===== config.mk =====
export PLATFORM = sky130hd
export DESIGN_NAME = instr_fetch_unit
export DESIGN_NICKNAME = d
export VERILOG_FILES = /design/src/rtl/fetch_pkg.sv /design/src/rtl/hw_fifo.sv /design/src/rtl/instr_fetch_unit.sv
export SDC_FILE = /design/constraint.sdc
export NUM_CORES = 1
export LEC_CHECK = 0
export CORE_MARGIN = 8
export CORE_UTILIZATION = 27
export DETAILED_ROUTE_END_ITERATION = 7
export GPL_TIMING_DRIVEN = 0
export PLACE_DENSITY = 0.55
export SLEW_MARGIN = 0
export SYNTH_ARGS = -nofsm -noshare
export SYNTH_HDL_FRONTEND = slang
export SYNTH_SLANG_ARGS = --single-unit

===== constraint.sdc =====
create_clock -name clk -period 3.1 [get_ports clk]
set_input_delay 0.31 -clock clk [delete_from_list [all_inputs] [get_ports clk]]
set_output_delay 0.31 -clock clk [all_outputs]
set_load 0.005 [all_outputs]

===== src/rtl/fetch_pkg.sv =====
// rtl/fetch_pkg.sv - shared defaults and halfword decode helper for the fetch unit
package fetch_pkg;

    localparam int ADDR_W_DEF   = 32;
    localparam int WORD_W_DEF   = 16;
    localparam int QDEPTH_DEF   = 4;
    localparam int RESET_PC_DEF = 32;

    // Top bit of the first halfword marks a two-halfword instruction
    localparam int LONG_BIT = WORD_W_DEF - 1;

    function automatic logic is_long(input logic [WORD_W_DEF-1:0] halfword);
        return halfword[LONG_BIT];
    endfunction

endpackage


===== src/rtl/hw_fifo.sv =====
// rtl/hw_fifo.sv - halfword queue with one push and a 0/1/2 pop per cycle
module hw_fifo
    import fetch_pkg::*;
#(
    parameter int WIDTH = WORD_W_DEF,
    parameter int DEPTH = QDEPTH_DEF
) (
    input  logic                       clk,
    input  logic                       reset,
    input  logic                       flush,
    input  logic                       push,
    input  logic [WIDTH-1:0]           push_data,
    input  logic [1:0]                 pop_n,
    output logic [$clog2(DEPTH):0]     count,
    output logic [WIDTH-1:0]           head0,
    output logic [WIDTH-1:0]           head1
);

    localparam int PW = $clog2(DEPTH);
    localparam int CW = PW + 1;

    logic [WIDTH-1:0] mem [DEPTH];
    logic [PW-1:0]    wr_ptr;
    logic [PW-1:0]    rd_ptr;
    logic [CW-1:0]    cnt;

    // Pointers and occupancy; pointers wrap naturally because DEPTH is a power of two
    always_ff @(posedge clk) begin
        if (reset || flush) begin
            wr_ptr <= '0;
            rd_ptr <= '0;
            cnt    <= '0;
        end else begin
            if (push) begin
                wr_ptr <= wr_ptr + PW'(1);
            end
            rd_ptr <= rd_ptr + PW'(pop_n);
            cnt    <= cnt + CW'(push) - CW'(pop_n);
        end
    end

    // Storage carries no reset; a cleared queue simply ignores stale entries
    always_ff @(posedge clk) begin
        if (push && !(reset || flush)) begin
            mem[wr_ptr] <= push_data;
        end
    end

    assign count = cnt;
    assign head0 = mem[rd_ptr];
    assign head1 = mem[rd_ptr + PW'(1)];

endmodule


===== src/rtl/instr_fetch_unit.sv =====
// rtl/instr_fetch_unit.sv - halfword fetch engine assembling short/long instructions
module instr_fetch_unit
    import fetch_pkg::*;
#(
    parameter int          ADDR_W   = ADDR_W_DEF,
    parameter int          WORD_W   = WORD_W_DEF,
    parameter int          QDEPTH   = QDEPTH_DEF,
    parameter int unsigned RESET_PC = RESET_PC_DEF
) (
    input  logic                  clk,
    input  logic                  reset,
    output logic                  imem_req,
    output logic [ADDR_W-1:0]     imem_addr,
    input  logic                  imem_ready,
    input  logic [WORD_W-1:0]     imem_rdata,
    input  logic                  redirect_valid,
    input  logic [ADDR_W-1:0]     redirect_pc,
    output logic                  instr_valid,
    input  logic                  instr_ready,
    output logic [2*WORD_W-1:0]   instr,
    output logic [ADDR_W-1:0]     instr_pc,
    output logic                  instr_long
);

    localparam int CW = $clog2(QDEPTH) + 1;

    logic [ADDR_W-1:0] fetch_pc;
    logic [ADDR_W-1:0] head_pc;
    logic              inflight;
    logic [CW-1:0]     q_count;
    logic [WORD_W-1:0] head0;
    logic [WORD_W-1:0] head1;
    logic              head_long;
    logic              q_nonempty;
    logic              can_issue;
    logic              accept;
    logic              deliver;
    logic              push;
    logic [1:0]        pop_n;

    hw_fifo #(
        .WIDTH (WORD_W),
        .DEPTH (QDEPTH)
    ) u_queue (
        .clk       (clk),
        .reset     (reset),
        .flush     (redirect_valid),
        .push      (push),
        .push_data (imem_rdata),
        .pop_n     (pop_n),
        .count     (q_count),
        .head0     (head0),
        .head1     (head1)
    );

    assign head_long  = is_long(head0);
    assign q_nonempty = (q_count != '0);

    // Reserve a queue slot for every outstanding request so returns never overflow
    assign can_issue = (q_count + CW'(inflight)) < CW'(QDEPTH);
    assign imem_req  = !reset && can_issue;
    assign imem_addr = fetch_pc;
    assign accept    = imem_req && imem_ready;

    // A return is only kept if its request survived: redirect squashes it, reset clears the queue
    assign push = inflight && !redirect_valid;

    assign instr_valid = !reset && (head_long ? (q_count >= CW'(2)) : q_nonempty);
    assign deliver     = instr_valid && instr_ready;
    assign pop_n       = deliver ? (head_long ? 2'd2 : 2'd1) : 2'd0;

    assign instr      = (!reset && q_nonempty) ? {head0, (head_long ? head1 : {WORD_W{1'b0}})}
                                               : {2*WORD_W{1'b0}};
    assign instr_long = !reset && q_nonempty && head_long;
    assign instr_pc   = head_pc;

    // Request address and outstanding-return tracking; redirect overrides any acceptance
    always_ff @(posedge clk) begin
        if (reset) begin
            fetch_pc <= ADDR_W'(RESET_PC);
            inflight <= 1'b0;
        end else if (redirect_valid) begin
            fetch_pc <= redirect_pc;
            inflight <= 1'b0;
        end else begin
            if (accept) begin
                fetch_pc <= fetch_pc + ADDR_W'(1);
            end
            inflight <= accept;
        end
    end

    // Address of the instruction at the queue head, advanced by its size on delivery
    always_ff @(posedge clk) begin
        if (reset) begin
            head_pc <= ADDR_W'(RESET_PC);
        end else if (redirect_valid) begin
            head_pc <= redirect_pc;
        end else if (deliver) begin
            head_pc <= head_pc + (head_long ? ADDR_W'(2) : ADDR_W'(1));
        end
    end

endmodule


==> results by group <==
Min path
  – Worst hold stages: 1
  – Hold path startpoint: imem_rdata[15]
  – Hold WC Path Type: input pin to flop
  – Hold Path End: u_queue.mem[3][15]$_DFFE_PP_

Placement
  – PortBufs: between 150 and 200
  – Routability congestion estimate from global placement: 0.829
  – Placed cells: around 1100
  – Post-detail-place hpwl: 17300 um

Yosys
  – Seq cells post-synth: between 100 and 150
  – Synth top area cells: edfxtp_1 27%, dfxtp_1 20%, mux4_2 9.7%
  – Top-area cell type share of the netlist area: 0.267
  – Count of flip-flops with a built-in enable after synthesis: 64
  – Mapped Nets: approximately 720
  – Synth warn: 0
  – Cell taking the most area after synthesis: edfxtp_1
  – Top_reg_cell synth: dfxtp_1
  – Seq/Total Area, Yosys: 0.468
  – Syn Std Cell Area: around 0.0072 mm2
  – Mean area per synthesized cell: 11.0 um2
  – Yosys cell types: between 50 and 60
  – Instance count of the mapped netlist: ~650
  – Asr flop ratio synth: 0

Floorplanning
  – Initial Utilization: 0.275
  – Core footprint: 0.0261 mm2
  – DIE AREA: approximately 0.032 mm2
  – Die Wd: roughly 180 um
  – Std-Cell Rows: roughly 60
  – Die height: between 150 and 200 um
  – I/O pin cnt: around 150

STA
  – Max-Slew Margin vs Limit: 0.375
  – Clock Skew: 0.0146 ns
  – Tcrit/Tclk final: 1.00
  – Minimum clock period: 3.10 ns
  – RSZ-0062 raised after global routing: true
  – Final hold vios: 0
  – Final setup vio count: 1
  – Final count of pins violating max slew: 0
  – FMAX: between 300 and 400 MHz
  – Slew @ Worst Pin: 0.937 ns
  – Post-route setup slack: -0.00262 ns

Clock network
  – Cts hold-fix bufs: 0
  – CTS tree: done
  – Clk buf depth: 2
  – CTS HTree Levels: 4
  – TritonCTS buffer count: 17
  – Clock Sinks: between 100 and 150
  – Root Driver: clkbuf_16
  – Worst skew pair latency: 0.43 ns
  – Clock slew at reported path FFs: 0.06 ns

GRT
  – Global routing's busiest layer: met2
  – Met2 Resource Use GR: 0.246
  – GRT met3 Usage: 0.0297
  – Largest net degree at the start of global routing: 17
  – Routing usage on met1: 0.194
  – GRT Util Overall: 0.149
  – Vias in the first global route: 5987
  – Grt ovf: 0
  – First-pass GRT wire length: between 30000 and 40000 um
  – Initial antenna violation count: 1

Power and ir drop
  – PD cells: 447 mW/mm2
  – Tot Pwr: 4.40 mW
  – Leakage power: about 3.4 nW
  – Maximum vdd drop: approximately 0.28 mV

Job
  – Max Cap Viol: 0

Setup path
  – R2R Setup Slk: -0.003 ns
  – Worst flop-to-flop path endpoint: instr_pc[28]$_SDFFE_PP0P_
  – Highest net fanout along the worst path: 4
  – R2r startpoint: u_queue.rd_ptr[0]$_SDFF_PP0_
  – Critical path capture point type: flop
  – Worst EP arrival: roughly 3.4 ns
  – Setup CP Type: flop to flop
  – Crit path launch: u_queue.rd_ptr[0]$_SDFF_PP0_
  – Crit path launch type: flop
  – CP required: 3.43 ns
  – R2R cell count: 12

Final layout
  – Commonest non-fill, non-tap cell in the layout: clkdlybuf4s50_1
  – Layout cells sized above 1: 0.136
  – Area of the multi-input gates: ~0.0035 mm2
  – Commonest cells after routing, fill and taps aside: 151 x clkdlybuf4s50_1, 71 x dfxtp_1, 64 x edfxtp_1
  – Final Non-Filler Cells: around 1200
  – Final design utilization: 0.376
  – Register area: ~0.0034 mm2
  – Area delta synth->final: 36.7%
  – Fill cell count: about 2600
  – Final nets: 896

Detailed routing
  – Routed via count: between 5000 and 6000
  – Vias per inst: approximately 5.0
  – Total wire length: between 20000 and 25000 um
  – DRT Pass-1 Iters: 4
  – Routed len/inst: between 20 and 25 um
  – Drt drc: 0
  – Post-route ant nets: 0
  – First-iteration detailed-routing DRC count: between 300 and 400

Run status
  – Status: finished, violations left
  – Failing checks: setup timing
power breakdown:
group	internal (mW)	switching (mW)	total, mW
sequential	1.94	0.0844	2.02
clock	1.05	0.881	1.93
combinational	0.245	0.192	0.437
total	3.24	1.16	4.40
how the worst max path moves through the flow:
stage                                            to  slack, ns  cells past startpoint
after global routing      instr_pc[28]$_SDFFE_PP0P_      -0.10                     12
after global placement    instr_pc[26]$_SDFFE_PP0P_      -0.62                     14
after CTS                 instr_pc[28]$_SDFFE_PP0P_      0.007                     13
final                     instr_pc[28]$_SDFFE_PP0P_     -0.003                     12
after detailed placement  instr_pc[26]$_SDFFE_PP0P_      -0.61                     14
after floorplan           instr_pc[28]$_SDFFE_PP0P_      0.009                     13
cells in the mapped netlist (3+ instances only):
library cell  instances
dfxtp_1              72
edfxtp_1             64
inv_1                40
nand4_1              34
a21oi_1              33
a21boi_0             32
and3_1               32
mux4_2               31
xor2_1               30
nand3_1              27
clkbuf_1             24
and2_1               23
nor2_1               23
nand2_1              21
nor3_1               20
o31a_1               20
xnor2_1              15
o21a_1               14
buf_2                12
ha_1                  9
nor4_1                6
and4_1                5
mux2i_1               5
buf_1                 4
o21ai_0               4
or3_1                 4
a311oi_1              3
buf_4                 3
nand3b_1              3
nor2b_1               3
or4_1                 3
through the flow:
| step | hold slack [ns] | TNS (ns) | cell area [um2] | worst slack, ns |
|---|---|---|---|---|
| final | 0.517 | -0.00262 | 9830 | -0.00262 |
| after floorplan | 0.409 | 0 | 7220 | 0.00907 |
| after detailed placement | 0.550 | -8.88 | 9150 | -0.614 |
| after CTS | 0.496 | 0 | 9810 | 0.00693 |
| after global placement | 0.545 | -7.80 | 9150 | -0.616 |
| after global routing | 0.526 | -0.266 | 9830 | -0.101 |
area by class of cell:
class / count / share of cell area
Clock buffer: 17 / 0.0433
Buffer: 43 / 0.0212
Tap cell: 335 / 0.0426
Sequential cell: 136 / 0.342
Timing Repair Buffer: 161 / 0.161
Inverter: 40 / 0.0155
Antenna cell: 1 / 0.000254
Multi-Input combinational cell: 433 / 0.360
Clock inverter: 15 / 0.0132
registers in the layout (all words and copies together) (netlist names):
| name | cells |
|---|---|
| u_queue.mem | 64 |
| imem_addr | 32 |
| u_queue.count | 3 |
| inflight | 1 |
| u_queue.wr_ptr | 2 |
| u_queue.rd_ptr | 2 |
| instr_pc | 32 |
metal layers:
| layer | vias to the layer above | wire length (um) | share of wire |
|---|---|---|---|
| li1 | 2819 | - | - |
| met1 | 2904 | 10600 | 0.44 |
| met2 | 178 | 11700 | 0.49 |
| met3 | 21 | 1240 | 0.052 |
| met4 | 0 | 337 | 0.014 |
| met5 | - | 0 | 0 |
cell families after synthesis:
group,share of synthesized area
and+or+nand+nor,0.177
adders and majority gates,0.0212
xor gates and xnor gates,0.0548
AOI/OAI and AO/OA,0.118
DFF,0.468
muxes,0.112
buffers and inverters,0.0485
critical path, cell delays in order (launching register included):
cell,delay (ns)
dfxtp_2,0.32
buf_6,0.12
mux2i_4,0.26
mux2i_4,0.12
inv_4,0.08
ha_4,0.13
inv_2,0.04
fa_2,0.35
nand3b_1,0.24
nor4_4,0.47
nand3_1,0.15
or4_1,0.48
a311oi_1,0.26
timing repair:
action / in CTS / in global routing
resized for setup: 13 / 10
setup endpoints to repair: 51 / 13
pin swaps: 3 / 7
hold endpoints to repair: 0 / 0
gates cloned: 0 / 0
buffers inserted: 7 / 3
No activity file was read; power rests on OpenSTA's default activity.
